===== config.mk =====
export PLATFORM = sky130hd
export DESIGN_NAME = spi_word_receiver
export DESIGN_NICKNAME = d
export VERILOG_FILES = /design/src/rtl/spi_pkg.sv /design/src/rtl/sync_bit.sv /design/src/rtl/spi_word_receiver.sv
export SDC_FILE = /design/constraint.sdc
export NUM_CORES = 1
export LEC_CHECK = 0
export ABC_AREA = 1
export CORE_ASPECT_RATIO = 1.4
export CORE_MARGIN = 2
export CORE_UTILIZATION = 30
export DETAILED_ROUTE_END_ITERATION = 12
export GPL_TIMING_DRIVEN = 0
export PLACE_DENSITY_LB_ADDON = 0.25
export SLEW_MARGIN = 0
export SYNTH_ARGS = -nofsm -noshare
export SYNTH_HDL_FRONTEND = slang
export SYNTH_HIERARCHICAL = 1
export SYNTH_SLANG_ARGS = --single-unit

===== constraint.sdc =====
create_clock -name pxl_clk -period 6.9 [get_ports pxl_clk]
set_input_delay 1.725 -clock pxl_clk [delete_from_list [all_inputs] [get_ports pxl_clk]]
set_output_delay 1.725 -clock pxl_clk [all_outputs]
set_load 0.02 [all_outputs]

===== src/rtl/spi_pkg.sv =====
// Shared types and constants for the SPI word receiver and the downstream packet decoders.
package spi_pkg;

  typedef enum logic [1:0] {
    RESYNC = 2'd0,
    IDLE   = 2'd1,
    SHIFT  = 2'd2
  } spi_state_t;

  localparam logic [1:0] PKT_SCORE   = 2'b00;
  localparam logic [1:0] PKT_TIMER   = 2'b01;
  localparam logic [1:0] PKT_OCTAGON = 2'b11;

endpackage


===== src/rtl/sync_bit.sv =====
// Multi-flop synchronizer for one asynchronous input, async reset to RST_VAL.
module sync_bit #(
  parameter int   STAGES  = 2,
  parameter logic RST_VAL = 1'b0
) (
  input  logic pxl_clk,
  input  logic reset,
  input  logic d,
  output logic q
);

  logic [STAGES-1:0] sync_r;

  // synchronizer chain
  always_ff @(posedge pxl_clk or posedge reset) begin
    if (reset) begin
      sync_r <= {STAGES{RST_VAL}};
    end else begin
      sync_r <= {sync_r[STAGES-2:0], d};
    end
  end

  assign q = sync_r[STAGES-1];

endmodule


===== src/rtl/spi_word_receiver.sv =====
// SPI slave front end: synchronized, framed, bit-counted 32-bit word reception in pxl_clk.
// Optional frame error counter enabled by defining SPI_WORD_RX_ERRCNT_EN.
module spi_word_receiver
  import spi_pkg::*;
#(
  parameter int WORD_BITS   = 32,
  parameter int SYNC_STAGES = 2,
  parameter int ERR_W       = 8
) (
  input  logic                 pxl_clk,
  input  logic                 reset,
  input  logic                 sck,
  input  logic                 sdi,
  input  logic                 ss_b,
  output logic [WORD_BITS-1:0] word,
  output logic                 word_valid,
  output logic [1:0]           word_type,
  output logic                 busy,
  output logic [ERR_W-1:0]     frame_err_count
);

  localparam int CNT_W = $clog2(WORD_BITS);
  localparam logic [CNT_W-1:0] LAST_BIT = CNT_W'(WORD_BITS - 1);

  logic sck_sync_s, sdi_sync_s, ssb_sync_s;
  logic sck_prev_r, fall_s;
  logic [SYNC_STAGES-1:0] primed_r;
  logic primed_s;

  spi_state_t state_r, state_nxt;
  logic [WORD_BITS-1:0] shift_r, shift_nxt, word_r;
  logic [CNT_W-1:0]     cnt_r, cnt_nxt;
  logic [1:0]           type_r;
  logic                 valid_r, busy_r, load_s;

  sync_bit #(.STAGES(SYNC_STAGES), .RST_VAL(1'b0)) u_sync_sck (
    .pxl_clk(pxl_clk), .reset(reset), .d(sck), .q(sck_sync_s));
  sync_bit #(.STAGES(SYNC_STAGES), .RST_VAL(1'b0)) u_sync_sdi (
    .pxl_clk(pxl_clk), .reset(reset), .d(sdi), .q(sdi_sync_s));
  sync_bit #(.STAGES(SYNC_STAGES), .RST_VAL(1'b1)) u_sync_ssb (
    .pxl_clk(pxl_clk), .reset(reset), .d(ss_b), .q(ssb_sync_s));

  assign fall_s   = sck_prev_r & ~sck_sync_s;
  // ss_b_sync shows its reset value until the chain has flushed; RESYNC must not trust it before then.
  assign primed_s = primed_r[SYNC_STAGES-1];

  // edge detect history, synchronizer flush tracker and state register
  always_ff @(posedge pxl_clk or posedge reset) begin
    if (reset) begin
      sck_prev_r <= 1'b0;
      primed_r   <= {SYNC_STAGES{1'b0}};
      state_r    <= RESYNC;
      shift_r    <= {WORD_BITS{1'b0}};
      cnt_r      <= {CNT_W{1'b0}};
    end else begin
      sck_prev_r <= sck_sync_s;
      primed_r   <= {primed_r[SYNC_STAGES-2:0], 1'b1};
      state_r    <= state_nxt;
      shift_r    <= shift_nxt;
      cnt_r      <= cnt_nxt;
    end
  end

  // next-state, shifting and bit counting; a coincident fall is applied before the ss_b rise
  always_comb begin
    state_nxt = state_r;
    shift_nxt = shift_r;
    cnt_nxt   = cnt_r;
    load_s    = 1'b0;
    case (state_r)
      RESYNC: begin
        if (primed_s && ssb_sync_s) state_nxt = IDLE;
        else                        state_nxt = RESYNC;
      end
      IDLE: begin
        shift_nxt = {WORD_BITS{1'b0}};
        cnt_nxt   = {CNT_W{1'b0}};
        if (!ssb_sync_s) state_nxt = SHIFT;
        else             state_nxt = IDLE;
      end
      SHIFT: begin
        if (fall_s) begin
          shift_nxt = {shift_r[WORD_BITS-2:0], sdi_sync_s};
          if (cnt_r == LAST_BIT) begin
            load_s  = 1'b1;
            cnt_nxt = {CNT_W{1'b0}};
          end else begin
            cnt_nxt = cnt_r + CNT_W'(1);
          end
        end else begin
          shift_nxt = shift_r;
          cnt_nxt   = cnt_r;
        end
        if (ssb_sync_s) state_nxt = IDLE;
        else            state_nxt = SHIFT;
      end
      default: state_nxt = RESYNC;
    endcase
  end

  // registered word outputs
  always_ff @(posedge pxl_clk or posedge reset) begin
    if (reset) begin
      word_r  <= {WORD_BITS{1'b0}};
      type_r  <= 2'b00;
      valid_r <= 1'b0;
      busy_r  <= 1'b0;
    end else begin
      valid_r <= load_s;
      busy_r  <= (state_nxt == SHIFT);
      if (load_s) begin
        word_r <= shift_nxt;
        type_r <= shift_nxt[WORD_BITS-1:WORD_BITS-2];
      end
    end
  end

`ifdef SPI_WORD_RX_ERRCNT_EN
  logic [ERR_W-1:0] err_r;
  logic             abort_s;

  assign abort_s = (state_r == SHIFT) && ssb_sync_s && (cnt_nxt != {CNT_W{1'b0}});

  // saturating count of frames closed on a partial word
  always_ff @(posedge pxl_clk or posedge reset) begin
    if (reset) begin
      err_r <= {ERR_W{1'b0}};
    end else if (abort_s && (err_r != {ERR_W{1'b1}})) begin
      err_r <= err_r + ERR_W'(1);
    end
  end

  assign frame_err_count = err_r;
`else
  assign frame_err_count = {ERR_W{1'b0}};
`endif

  assign word       = word_r;
  assign word_type  = type_r;
  assign word_valid = valid_r;
  assign busy       = busy_r;

endmodule


# ---- Word level (Yosys, flattened, before mapping)
# Cells that the tools add are included.
dict set report word_totals {
  regBits 84
  inputBits 5
  out_inout_bits 44
  word_cells 36
}
dict set report op_classes {
  add_sub_neg 1
  eq_ne 5
  mux 11
  bitwise 2
  n_reduce_logical 5
}
# cell n
set ops {}
lappend ops {{32-bit one-hot mux with 2 select lines} 1}
lappend ops {{32-bit two-way mux} 1}
lappend ops {{5-bit two-way mux} 2}
lappend ops {{5-bit one-hot mux with 2 select lines} 1}
lappend ops {{5-bit by 1-bit adder with 5-bit output (second input constant)} 1}
lappend ops {{5-bit equality test (second input constant)} 1}
lappend ops {{2-bit equality test (second input constant)} 2}
lappend ops {{1-bit two-way mux} 4}
lappend ops {{2-bit one-hot mux with 2 select lines} 1}
lappend ops {{2-bit by 1-bit equality test with 1-bit output (second input constant)} 1}
lappend ops {{2-bit logical NOT} 1}
lappend ops {{2-bit two-way mux} 1}
lappend ops {{2-bit inequality test (second input constant)} 1}
lappend ops {{2-bit AND reduction} 1}
lappend ops {{2-bit nonzero test} 1}
lappend ops {{2-bit OR reduction} 1}
lappend ops {{1-bit AND} 1}
lappend ops {{1-bit logical AND} 1}
lappend ops {{1-bit inverter} 1}

# ---- Depth between registers and ports, before layout
dict set report logic_depth {
  word_depth 4
  mapped_depth 10
  ltp_nobuf 9
}

# ---- By module
# The synthesis kept the hierarchy.
# module instances cells_per_inst area_each_um2 seq_area_each_um2
set modules_own_cells {}
lappend modules_own_cells {spi_word_receiver 1 375 3375.7 1901.8}
lappend modules_own_cells {{sync_bit (u_sync_sck ...)} 2 3 53.8 50.0}
lappend modules_own_cells {{sync_bit (u_sync_ssb)} 1 3 56.3 52.6}

# ---- Worst setup path after synthesis
# No wires, ideal clock.
dict set report synth_timing {
  path_kind {flip-flop to output port}
  start {reg word[30] (netlist name)}
  end {out word_type[0]}
  t_arrival_ns 0.626
  t_required_ns 5.175
  setup_slack_ns 4.549
  stages_incl_launch_ff 2
  n_path_buf 1
  path_cell_list {dfrtp_1 buf_4}
}
# item line
set synth_lines {}
lappend synth_lines {{end: declaration} spi_word_receiver.sv:17} ;# output logic [1:0] word_type,

==> summary.txt <==
Global routing
  • Total GRT Usage: between 10% and 20%
  • Global-route wire length before repair: ~13 mm
  • GRT Residual Overflow: 0
  • Largest net degree at the start of global routing: 50
  • Vias in the first global route: 2597
  • Antenna violations before repair: 0

Worst hold path
  • Worst hold-check path type: reg2reg

Layout
  • Layout Cells excl Fill: 592
  • Share of cells above drive strength 1: 11.6%
  • Commonest non-fill, non-tap cell in the layout: nand2_1
  • Fill count: 1160
  • Final nets: ~450
  • Final core utilization: 39.5%
  • Most frequent cells in the layout: nand2_1 (108), dfrtp_1 (80), inv_1 (44)
  • # diodes: 0
  • Multi-input gate area: 1150 sq um
  • FF/Latch Area: 2050 sq um
  • P&R area growth vs syn: 27.0%

Drt
  • Via-per-instance ratio: 4.29
  • Total Routed Length: 7.23 mm
  • Routed wl met2: 3.63 mm
  • Metal3 WL: 212 microns
  • Antenna viol nets, final: 0
  • Detailed Route Iter0 Violations: 102
  • Top sig layer: met4
  • WL met1: 3.25 mm
  • Via count: 2541
  • Remaining DRCs: 0
  • WL/cell: 12.2 microns
  • First drt pass iteration count: 4

Die
  • Rows: 46
  • Starting Density: between 30% and 40%
  • Die Span X: between 90 and 100 microns
  • Core Region: between 10000 and 15000 sq um
  • Die height: 133 microns
  • Die ar.: 12700 sq um
  • I/O pins: 49

Timing
  • Tmin final: around 3.1 ns
  • Final setup violating endpoints: 0
  • Hold Worst Slack: 0.347 ns
  • Worst Skew: 0.00496 ns
  • FMAX: 319 MHz
  • Final period util: 45.4%
  • Unrepaired setup endpoints after global routing: false
  • Setup ws final: between 3 and 4 ns
  • Final Hold Viols: 0
  • Slew Limit Fails: 0
  • Setup TNS: 0 ns

Setup path
  • Delay-heaviest family, CP: buffers and inverters
  • CP required: 5.18 ns
  • CP cell instances: buf_4 > clkdlybuf4s50_1
  • CP arrival: 1.41 ns
  • Critical path endpoint category: output pin
  • Crit start category: register
  • CP bufs+invs: 2
  • CP max-delay cell: clkdlybuf4s50_1
  • Largest stage delay on the critical path: roughly 0.60 ns
  • Setup CP Type: reg2out
  • CP max FO: 3

Clock tree
  • CTS tree: done
  • Post-CTS Resized: 0
  • Clk sink count: 82
  • Clk_lat worst skew: ~0.33 ns
  • Max H-tree Level: 3
  • Hold Buf Count CTS: 0
  • Clk root buf: clkbuf_16
  • Reg clk slew, reported paths: about 0.06 ns
  • Bufs on Longest Clock Path: 2
  • Post-CTS Setup Bufs: 0
  • Num CTS Buffers: 9

Logic synthesis
  • Post-Synthesis Cell Area: 3540 sq um
  • Syn Area/Cell: between 9 and 10 sq um
  • Number of synthesized register bits: 82
  • YS warnings: 6
  • Cells after Synth: 384
  • Synth cell types: 21
  • Seq/Total Area, Yosys: 58.0%

Run status
  • Status: complete, no violations

Place
  • Hpwl dp: about 4.9 mm
  • Inst Count DP: 576
  • PortBufs: 40
  • Gpl congestion: between 0.7 and 0.8
  • DP Worst Slack: 4.09 ns

Power
  • Pwr Density: 360 nW/um^2
  • Pleak: 0.00226 uW
  • Max VDD drop: 0.000136 V

Run
  • Max-cap viol count: 0
## synth_stat cells, drive strengths merged
master / count / area, sq um
a21oi: 34 / 170
and2: 32 / 200
buf: 25 / 184
conb: 2 / 7.51
dfrtp: 80 / 2000
dfstp: 2 / 52.6
ha: 6 / 75.1
inv: 48 / 180
nand2: 108 / 405
nand3: 36 / 190
nor2: 7 / 45.1
nor3b: 1 / 7.51
o21ai: 1 / 5.00
or2: 1 / 6.26
xor2: 1 / 8.76
## area by class of cell
cell class / count / area share (%)
plain buffers: 25 / 4.09
clock buffers: 11 / 5.40
clock inverters: 5 / 1.73
inverters: 48 / 4.06
multi-input cells: 236 / 25.5
flip-flops and latches: 82 / 45.7
well taps: 144 / 4.01
repair buffers: 41 / 9.52
## flip-flops by register name, summed over array words and instances (netlist names)
signal / count
busy: 1
cnt_r: 5
primed_r: 2
sck_prev_r: 1
shift_r: 32
state_r: 2
u_sync_sck/sync_r: 2
u_sync_sdi/sync_r: 2
u_sync_ssb/sync_r: 2
word: 32
word_valid: 1
## logic make-up after synthesis
group | count (synthesis) | share of synthesized area (%)
flip-flops | 82 | 58.0
other | 2 | 0.212
buffers and inverters | 73 | 10.3
AND/OR/NAND/NOR | 185 | 24.1
AO/OA/AOI/OAI | 35 | 4.95
XOR/XNOR | 1 | 0.247
adder cells (fa/ha/maj) | 6 | 2.12
## through the flow
stage	cell area [sq um]	total power, uW
after floorplan	3570	1000
after global placement	4150	1090
after detailed placement	4180	1110
after CTS	4500	1640
after global routing	4500	1740
final	4500	1620
## report_power, final
group / switching [uW] / internal [uW] / total, uW
Combinational: 303 / 175 / 478
Sequential: 36.5 / 592 / 629
Clock: 186 / 326 / 511
Total: 525 / 1090 / 1620
## worst paths after layout
| path | startpoint | to | slack, ns | cells after the start |
|---|---|---|---|---|
| setup reg to reg | cnt_r[0]$_DFFE_PP0P_ | word[11]$_DFFE_PP0P_ | 5.23 | 10 |
| max in group asynchronous | reset | word[20]$_DFFE_PP0P_ | 4.51 | 3 |
| setup / recovery | word[30]$_DFFE_PP0P_ | word_type[0] | 3.77 | 2 |
| min in group asynchronous | reset | u_sync_sck/sync_r[0]$_DFF_PP0_ | 1.69 | 2 |
| hold / removal | primed_r[0]$_DFF_PP0_ | primed_r[1]$_DFF_PP0_ | 0.35 | 0 |
| hold reg to reg | primed_r[0]$_DFF_PP0_ | primed_r[1]$_DFF_PP0_ | 0.35 | 0 |
## routing by layer
metal / track usage, % / up-vias
li1: - / 1278
met1: 16.5 / 1214
met2: 20.4 / 39
met3: 2.56 / 10
met4: 5.24 / 0
met5: 0 / -
No activity file was read; power rests on OpenSTA's default activity.
